## src/rtl/pc_sequencer.sv

```systemverilog
// -----------------------------------------------------------------------------
// pc_sequencer
//   Program-counter unit for the RISC-V core. It holds the PC and offers it to
//   instruction memory with a valid/ready handshake. The next PC comes from one
//   of three sources: the sequential step (+2/+4), a branch/jump redirect, or
//   the trap vector. A misaligned redirect halts fetching until a trap arrives.
//
// Parameters
//   XLEN          PC/data width in bits
//   RESET_VECTOR  PC value loaded on reset
//   C_EXT         1 = 16-bit instructions allowed (2-byte alignment)
//   CNT_W         width of the accepted-fetch counter
//
// Ports
//   clk_i            clock, rising edge
//   rst_n_i          asynchronous active-low reset
//   fetch_ready_i    instruction memory accepts pc_o this cycle
//   stall_i          pipeline hold; blocks sequential advance and branch redirect
//   inst_comp_i      current instruction is 16-bit (ignored when C_EXT=0)
//   br_taken_i       branch/jump redirect request
//   br_target_i      redirect address
//   trap_i           trap/exception entry request
//   trap_vec_i       trap handler address (bits [1:0] are dropped)
//   pc_o             current fetch address (registered)
//   pc_valid_o       pc_o is a valid fetch request
//   pc_seq_o         pc_o + step, combinational; used as the link address
//   misalign_o       one-cycle pulse on a misaligned redirect
//   misalign_addr_o  offending redirect target, held until the next one
//   fetch_cnt_o      number of accepted fetches (wraps)
// -----------------------------------------------------------------------------
module pc_sequencer #(
  parameter int unsigned     XLEN         = 32,
  parameter logic [XLEN-1:0] RESET_VECTOR = '0,
  parameter bit              C_EXT        = 1'b0,
  parameter int unsigned     CNT_W        = 32
) (
  input  logic             clk_i,
  input  logic             rst_n_i,
  input  logic             fetch_ready_i,
  input  logic             stall_i,
  input  logic             inst_comp_i,
  input  logic             br_taken_i,
  input  logic [XLEN-1:0]  br_target_i,
  input  logic             trap_i,
  input  logic [XLEN-1:0]  trap_vec_i,
  output logic [XLEN-1:0]  pc_o,
  output logic             pc_valid_o,
  output logic [XLEN-1:0]  pc_seq_o,
  output logic             misalign_o,
  output logic [XLEN-1:0]  misalign_addr_o,
  output logic [CNT_W-1:0] fetch_cnt_o
);

  typedef enum logic [1:0] {
    ST_BOOT = 2'd0,
    ST_RUN  = 2'd1,
    ST_HALT = 2'd2
  } state_e;

  state_e           state_q, state_d;
  logic [XLEN-1:0]  pc_q, pc_d;
  logic             pc_valid_q, pc_valid_d;
  logic             misalign_q, misalign_d;
  logic [XLEN-1:0]  misalign_addr_q, misalign_addr_d;
  logic [CNT_W-1:0] fetch_cnt_q, fetch_cnt_d;

  logic [XLEN-1:0]  step;
  logic [XLEN-1:0]  pc_seq;
  logic [XLEN-1:0]  trap_vec_al;
  logic             br_misalign;
  logic             accept;

  // 2-byte step only exists when compressed instructions are enabled.
  assign step        = (C_EXT && inst_comp_i) ? XLEN'(2) : XLEN'(4);
  assign pc_seq      = pc_q + step;
  assign trap_vec_al = {trap_vec_i[XLEN-1:2], 2'b00};

  // Bit 1 of a target is only illegal without the compressed extension.
  assign br_misalign = br_target_i[0] | (~C_EXT & br_target_i[1]);

  // A stalled fetch is re-presented on the following cycle with the same PC,
  // so it is only counted once the pipeline actually consumes it.
  assign accept = pc_valid_q & fetch_ready_i & ~stall_i;

  always_comb begin
    state_d         = state_q;
    pc_d            = pc_q;
    pc_valid_d      = pc_valid_q;
    misalign_d      = 1'b0;
    misalign_addr_d = misalign_addr_q;
    fetch_cnt_d     = fetch_cnt_q;

    unique case (state_q)
      ST_BOOT: begin
        // Single dead cycle after reset; trap requests are not honoured here.
        state_d    = ST_RUN;
        pc_valid_d = 1'b1;
      end

      ST_RUN: begin
        if (accept) begin
          fetch_cnt_d = fetch_cnt_q + CNT_W'(1);
        end

        if (trap_i) begin
          pc_d = trap_vec_al;
        end else if (br_taken_i && !stall_i) begin
          if (br_misalign) begin
            // PC stays put so the faulting instruction's address is preserved.
            misalign_d      = 1'b1;
            misalign_addr_d = br_target_i;
            pc_valid_d      = 1'b0;
            state_d         = ST_HALT;
          end else begin
            pc_d = br_target_i;
          end
        end else if (accept) begin
          pc_d = pc_seq;
        end
      end

      ST_HALT: begin
        if (trap_i) begin
          pc_d       = trap_vec_al;
          pc_valid_d = 1'b1;
          state_d    = ST_RUN;
        end
      end

      default: begin
        state_d    = ST_BOOT;
        pc_valid_d = 1'b0;
      end
    endcase
  end

  always_ff @(posedge clk_i or negedge rst_n_i) begin
    if (!rst_n_i) begin
      state_q         <= ST_BOOT;
      pc_q            <= RESET_VECTOR;
      pc_valid_q      <= 1'b0;
      misalign_q      <= 1'b0;
      misalign_addr_q <= '0;
      fetch_cnt_q     <= '0;
    end else begin
      state_q         <= state_d;
      pc_q            <= pc_d;
      pc_valid_q      <= pc_valid_d;
      misalign_q      <= misalign_d;
      misalign_addr_q <= misalign_addr_d;
      fetch_cnt_q     <= fetch_cnt_d;
    end
  end

  assign pc_o            = pc_q;
  assign pc_valid_o      = pc_valid_q;
  assign pc_seq_o        = pc_seq;
  assign misalign_o      = misalign_q;
  assign misalign_addr_o = misalign_addr_q;
  assign fetch_cnt_o     = fetch_cnt_q;

endmodule

```

## config.mk

```make
export PLATFORM = sky130hd
export DESIGN_NAME = pc_sequencer
export DESIGN_NICKNAME = d
export VERILOG_FILES = /design/src/rtl/pc_sequencer.sv
export SDC_FILE = /design/constraint.sdc
export NUM_CORES = 1
export LEC_CHECK = 0
export CORE_MARGIN = 3
export CORE_UTILIZATION = 41
export CTS_BUF_LIST = sky130_fd_sc_hd__clkbuf_8
export CTS_CLUSTER_SIZE = 28
export DETAILED_ROUTE_END_ITERATION = 10
export GPL_TIMING_DRIVEN = 0
export PLACE_DENSITY = 0.74
export SLEW_MARGIN = 20
export SYNTH_ARGS = -nofsm -noshare
export SYNTH_HDL_FRONTEND = slang
export SYNTH_SLANG_ARGS = --single-unit
```

## constraint.sdc

```tcl
create_clock -name clk_i -period 4.65 [get_ports clk_i]
set_input_delay 0.93 -clock clk_i [delete_from_list [all_inputs] [get_ports clk_i]]
set_output_delay 0.93 -clock clk_i [all_outputs]
set_load 0.005 [all_outputs]
```

======== Yosys cells after proc, flatten, opt, wreduce, memory -nomap -nowiden ========
Index checks and enable logic that the tools add are counted.
operators by class
  $add $sub $neg .......................... 2
  equal/unequal tests ..................... 8
  mux-type cells .......................... 20
  bitwise gates (word level) .............. 5
  reduce and logical (&&, ||, !) cells .... 8
operators with widths
  operator               count
  $mux 32                5
  $pmux 32 s2            1
  $add 32x1->32 const B  1
  $add 32x3->32 const B  1
  $reduce_and 4->1       3
  $mux 1                 8
  $mux 2                 4
  $ne 2x2->1 const B     4
  $ne 4x4->1 const B     2
  $pmux 2 s3             1
  $pmux 1 s3             1
  $and 1x1->1            2
  $eq 2x1->1 const B     1
  $eq 2x2->1 const B     1
  $logic_not 2->1        1
  $not 1->1              2
  $reduce_and 2->1       1
  $reduce_bool 2->1      1
  $logic_and 1x1->1      1
  $logic_not 1->1        1
  $or 1x1->1             1
word-level totals
  register bits ........................... 100
  output and inout bits ................... 130

======== Longest topological paths before layout ========
Gate-level depths: netlist (run 1).
  depth in word-level cells ............... 6
  depth in mapped cells ................... 9

======== Least setup slack after synthesis (run 1) ========
Ideal clock, no wire load.
  path kind ............................... register -> output
  from .................................... reg pc_q[2] (netlist: pc_o[2])
  to ...................................... out pc_seq_o[22]
  arrival ................................. 1,926 ps
  data required time ...................... 3,720 ps
  slack ................................... 1,794 ps
  stages on the path, launching flop included .. 8
  path buffers ............................ 2
  path through ............................ dfrtp_1 > ha_1 > clkbuf_1 > inv_1 > nor4_4 > buf_4 > nor3b_1 > xor2_1
between the ends
  longest elaborated chain between the ends .. 1
ends and longest elaborated chain
  what                    RTL line  source
  start, declared         61        logic [XLEN-1:0] pc_q, pc_d;
  start signal, assigned  147       pc_q <= pc_d;
  $add 32x3->32           75        assign pc_seq = pc_q + step;
  end, declared           48        output logic [XLEN-1:0] pc_seq_o,
No other way between the ends.

======== Worst setup path in the final report (run 1) ========
Ends and elaborated chain as after synthesis.

==> metrics.md, run 1 <==
| Metric | Value |
|---|---|
| Netlist Area Pre-Place | 5330 um2 |
| Syn Inst Count | 523 |
| Global-route wire length before repair | 27.8 mm |
| Final Wtd Congestion | 0.881 |
| Worst slew pin tran | 1.05 ns |
| Vias | 5142 |
| Post-synth top area share | 0.465 |
| Routed WL | 18.0 mm |
| Clock sink count | 99 |
| Leakage | 3.22 nW |
| IO Port Bufs | 197 |
| #FFs+latches synth | 99 |
| CTS tree | yes |
| CP endpoint kind | primary output |
| N_diodes | 0 |
| FFs w/ async S/R, synth | 1.00 |
| Worst EP arrival | 3.36 ns |
| Pre-CTS setup slack | 0.856 ns |
| CP delay by family, top | buffers and inverters |
| CP Max Fanout | 10 |
| Peak supply drop | 0.000249 V |
| CTS H-Tree Depth | 3 |
| Core area | 12700 um2 |
| Sequential share of the synthesized area | 0.465 |
| Placed inst area | 7540 um2 |
| Syn-to-layout area delta | 45.4% |
| Hold-fix buffers, CTS | 0 |
| Crit-path cells | ha_1 -> clkbuf_1 -> inv_1 -> nor4_4 -> buf_4 -> nor3b_1 -> xor2_1 -> clkdlybuf4s50_1 |
| Largest net degree at the start of global routing | 53 |
| Max Cap Viol | 0 |
| Crit Path Class | flip-flop to primary output |
| Clock-pin slew on the worst setup and hold paths | 0.09 ns |
| Die Y | 120 um |
| IO Count | 201 |
| Clock Skew | 0.00810 ns |
| Vias in the first global route | 5106 |
| Slew HR | 0.295 |
| Synth Flop Type | dfrtp_1 |
| Initial Utilization | 0.420 |
| Clk buf depth | 2 |
| Startpoint Class | flip-flop |
| WP buf/inv | 4 |
| Min Tclk post-route | 4.29 ns |
| CTS root buf | clkbuf_8 |
| Hold Crit Class | input port to asynchronous set/reset pin |
| Post-DP HPWL | 13.2 mm |
| Nets | 808 |
| Post-CTS Setup Inserts | 0 |
| Total die area | 14400 um2 |
| WL per Instance | 19.8 um |
| Slew Limit Fails | 0 |
| Initial drt markers | 493 |
| Number of enable flip-flop cells after synthesis | 0 |
| FP Rows | 41 |
| Fmax | 233 MHz |
| Final count of negative-setup-slack endpoints | 0 |
| Die W | 120 um |
| Total grt overflow | 0 |
| Synth warnings | 0 |
| Largest cells by area after synthesis | dfrtp_1 47%, mux2_2 7.0%, xnor2_1 5.9% |
| Distinct cell type count after synthesis | 52 |
| GRT Total Usage | 0.247 |
| Crit path required time | 3.72 ns |
| Post-DRT Antenna Nets | 0 |
| Vias per std cell | 5.66 |
| Setup WS post-layout | 0.363 ns |
| Power Density | 526 nW/um2 |
| Final Hold Viols | 0 |
| RSZ-0062 raised after global routing | false |
| Post-Syn Nets | 599 |
| First-pass DRT Iterations | 5 |
| Mean Syn Cell Area | 10.2 um2 |
| Status | finished, final reports clean |
| CTS buffer count | 9 |
| Design area | 7750 um2 |
| Period utilization | 0.922 |
| Clk_lat worst skew | 0.39 ns |
| Residual DRC | 0 |
| Share of cells above drive strength 1 | 0.103 |
| CP max stage delay | 0.54 ns |
| Initial antenna violation count | 0 |
| Cell with the largest stage delay on the worst path | clkdlybuf4s50_1 |
| Area leader, netlist | dfrtp_1 |
| Post-cts sizing count | 0 |
-- per-layer routing --
layer / vias up / wire, um / global-route usage
met5: - / 0 / 0
met4: 0 / 444 / 0.105
met3: 28 / 1380 / 0.0650
met2: 211 / 8820 / 0.405
met1: 2569 / 7340 / 0.309
li1: 2334 / - / -
-- flip-flops by register name, summed over array words and instances, names as in the netlist --
signal / count
fetch_cnt_o: 32
misalign_addr_o: 32
pc_o: 32
state_q: 2
misalign_o: 1
-- per-stage QoR --
stage               instances  TNS [ns]   util  hold slack [ns]  power (mW)
floorplan                 523         0      -            0.465        2.23
global placement          892   -130.39  0.593            0.460        3.44
detailed placement        893         0  0.595            0.473        3.49
CTS                       909         0  0.612            0.477        4.09
global route              909         0  0.612            0.489        4.32
finish                    909         0  0.612            0.470        4.08
-- logic make-up after synthesis --
family                     after synthesis  share of synthesized area
and+or+nand+nor                        150                      0.157
muxes                                   33                     0.0698
buffers and inverters                   50                     0.0409
DFF                                     99                      0.465
AOI/OAI and AO/OA                      128                      0.161
adders and majority gates                5                     0.0117
xor gates and xnor gates                58                     0.0953
-- cells in the mapped netlist, drive strengths merged, types with 2 or more instances --
library cell	n
o41a	2
buf	21
nor3	12
or4	2
o21ai	37
or3	6
inv	18
nand3	15
mux2	33
a221oi	3
o31ai	3
a22o	5
and4	4
a22oi	14
o31a	10
a222oi	5
o41ai	2
a21oi	27
nand4	20
nor2b	2
nand2	32
nor2	33
nor4	8
o2bb2ai	3
xnor2	36
clkbuf	11
ha	5
o22ai	7
a31oi	5
nand2b	2
dfrtp	99
and3	10
xor2	22
a32o	2
-- layout by cell type, fill, tap and decap left out, drive strengths merged, types with 2 or more instances in the layout --
cell / instances
o31a: 10
clkbuf: 22
and3: 10
xor2: 22
nand2b: 2
mux2: 33
o41ai: 2
nor4: 8
dfrtp: 99
nand2: 32
and4: 4
a222oi: 5
a22oi: 14
a22o: 5
o22ai: 7
inv: 20
nor3: 12
nor2b: 2
ha: 5
buf: 23
xnor2: 36
o41a: 2
clkdlybuf4s50: 196
or3: 6
or4: 2
nand3: 15
o2bb2ai: 3
a21oi: 27
nor2: 33
a32o: 2
a31oi: 5
o31ai: 3
o21ai: 37
a221oi: 3
nand4: 20
-- power breakdown --
part | switching, mW | total (mW) | internal (mW)
Clock | 0.314 | 0.589 | 0.276
Sequential | 0.326 | 1.48 | 1.15
Combinational | 0.841 | 2.01 | 1.17
Total | 1.48 | 4.08 | 2.60
-- path summary, 6_finish.rpt --
| kind | startpoint | depth (start not counted) | end | slack [ns] |
|---|---|---|---|---|
| hold reg to reg | fetch_cnt_o[31] | 1 | fetch_cnt_o[31] | 0.48 |
| max in group asynchronous | rst_n_i | 2 | pc_o[8] | 3.55 |
| setup / recovery | pc_o[2] | 8 | pc_seq_o[22] | 0.36 |
| min in group clk_i | fetch_cnt_o[31] | 1 | fetch_cnt_o[31] | 0.48 |
| setup reg to reg | state_q[0] | 7 | pc_o[10] | 1.87 |
| hold / removal | rst_n_i | 1 | fetch_cnt_o[27] | 0.47 |
-- cell type report --
class / instances / area, um2
fillers: 1108 / 4920
clock inverters: 5 / 53.8
well taps: 172 / 215
multi-input cells: 374 / 2630
clock buffers: 11 / 151
inverters: 18 / 67.6
repair buffers: 198 / 2000
plain buffers: 32 / 150
flip-flops and latches: 99 / 2480
Note: power is estimated with default switching activity, not from simulation.
==> run 2: changes to the inputs <==
--- a/config.mk
+++ b/config.mk
@@ -10,7 +10,7 @@
 export CTS_BUF_LIST = sky130_fd_sc_hd__clkbuf_8
 export CTS_CLUSTER_SIZE = 28
 export DETAILED_ROUTE_END_ITERATION = 10
-export GPL_TIMING_DRIVEN = 0
+export GPL_TIMING_DRIVEN = 1
 export PLACE_DENSITY = 0.74
 export SLEW_MARGIN = 20
 export SYNTH_ARGS = -nofsm -noshare
==> metrics.md, run 2 (same netlist as run 1, synthesis figures left out) <==
| Metric | Value |
|---|---|
| Power Density | 520 nW/um2 |
| CTS tree | yes |
| Setup WS post-layout | 0.739 ns |
| Design area | 7620 um2 |
| First-pass DRT Iterations | 5 |
| Leakage | 3.16 nW |
| GRT Total Usage | 0.229 |
| Post-DRT Antenna Nets | 0 |
| R2r setup slk | 1.76 ns |
| Area of the multi-input gates | 2640 um2 |
| Slew HR | 0.250 |
| Final non-filler cell total | 884 |
| Global-route wire length before repair | 26.1 mm |
| Slew Limit Fails | 0 |
| Placed inst area | 7430 um2 |
| Share of cells above drive strength 1 | 0.0997 |
| Clk buf depth | 2 |
| Peak supply drop | 0.000291 V |
| Clock Skew | 0.0145 ns |
| Routed WL | 16.5 mm |
| CP Max Fanout | 14 |
| Pre-CTS setup slack | 1.01 ns |
| CP endpoint kind | primary output |
| CP endpoint | pc_seq_o[22] |
| IO Port Bufs | 197 |
| Min Tclk post-route | 3.91 ns |
| Clock-pin slew on the worst setup and hold paths | 0.10 ns |
| Total power | 3.97 mW |
| Worst EP arrival | 2.98 ns |
| Final count of negative-setup-slack endpoints | 0 |
| CTS buffer count | 9 |
| WL per Instance | 18.6 um |
| CTS H-Tree Depth | 3 |
| Total grt overflow | 0 |
| Vias in the first global route | 4903 |
| Period utilization | 0.841 |
| Residual DRC | 0 |
| Final Wtd Congestion | 0.805 |
| Fmax | 256 MHz |
| Core area | 12700 um2 |
| Reg2reg path depth | 7 |
| Reg2reg end | pc_o[29] |
| Die W | 120 um |
| Initial drt markers | 375 |
| CP startpoint | pc_o[2] |
| Syn-to-layout area delta | 43.1% |
| Largest net degree at the start of global routing | 83 |
| Inst Count DP | 868 |
| Initial Utilization | 0.420 |
| Number of fillers in the final layout | 1066 |
| Hold WS | 0.488 ns |
| Clk_lat worst skew | 0.38 ns |
| Vias | 4888 |
| Startpoint Class | flip-flop |
| Crit Path Class | flip-flop to primary output |
| Status | finished, final reports clean |
| RSZ-0062 raised after global routing | false |
| Vias per std cell | 5.53 |
| Total die area | 14400 um2 |
| Final TNS setup | 0 ns |
| Post-DP HPWL | 12.0 mm |
| Worst slew pin tran | 1.12 ns |
| FP Rows | 41 |
| Max Cap Viol | 0 |
| Final Hold Viols | 0 |
| Post-cts sizing count | 0 |
| Crit path required time | 3.72 ns |
| Initial antenna violation count | 0 |
| Fin util | 0.602 |
| Nets | 783 |
| Most common cell after layout, fill and taps aside | clkdlybuf4s50_1 |
| Clock sink count | 99 |
| Launch point of the worst reg-to-reg path | state_q[0] |
| Commonest non-fill, non-tap cells in the layout | 196 x clkdlybuf4s50_1, 99 x dfrtp_1, 36 x xnor2_1, 33 x o21ai_0, 33 x mux2_2 |
| Die Y | 120 um |
| Hold Crit Class | flip-flop to flip-flop |
| Hold-fix buffers, CTS | 0 |
| CTS root buf | clkbuf_8 |
| Sequential cell area | 2480 um2 |
| IO Count | 201 |
| N_diodes | 0 |
| Post-CTS Setup Inserts | 0 |
-- run 2: layout make-up --
type | count | share of cell area
Sequential cell | 99 | 0.325
Clock buffer | 10 | 0.0181
Timing Repair Buffer | 205 | 0.267
Multi-Input combinational cell | 374 | 0.346
Tap cell | 172 | 0.0282
Clock inverter | 6 | 0.00755
Inverter | 18 | 0.00886
-- run 2: worst min-delay path by stage --
stage | startpoint | end | cells past startpoint
after global placement | fetch_cnt_o[31] | fetch_cnt_o[31] | 1
after detailed placement | fetch_cnt_o[31] | fetch_cnt_o[31] | 1
final | fetch_cnt_o[31] | fetch_cnt_o[31] | 1
after global routing | fetch_cnt_o[25] | fetch_cnt_o[25] | 1
after floorplan | fetch_cnt_o[31] | fetch_cnt_o[31] | 1
after CTS | fetch_cnt_o[31] | fetch_cnt_o[31] | 1
-- run 2: where the power goes --
group	internal [mW]	total, mW	leakage, nW	switching, mW
clock	0.259	0.575	0.101	0.316
sequential	1.15	1.49	1.24	0.341
combinational	1.14	1.90	1.81	0.754
total	2.56	3.97	3.16	1.41
-- run 2: layer usage --
metal,GRT usage,vias to the layer above,part of all wire
met5,0,-,0
met4,0.0752,0,0.014
met3,0.0613,14,0.065
met2,0.386,156,0.50
met1,0.286,2452,0.42
li1,-,2266,-
-- run 2: critical path: stages (launching register included) --
cell	delay (ns)
dfrtp_1	0.48
ha_1	0.40
inv_1	0.15
nor4_4	0.30
buf_4	0.25
nor3b_1	0.30
xor2_1	0.18
clkdlybuf4s50_1	0.54
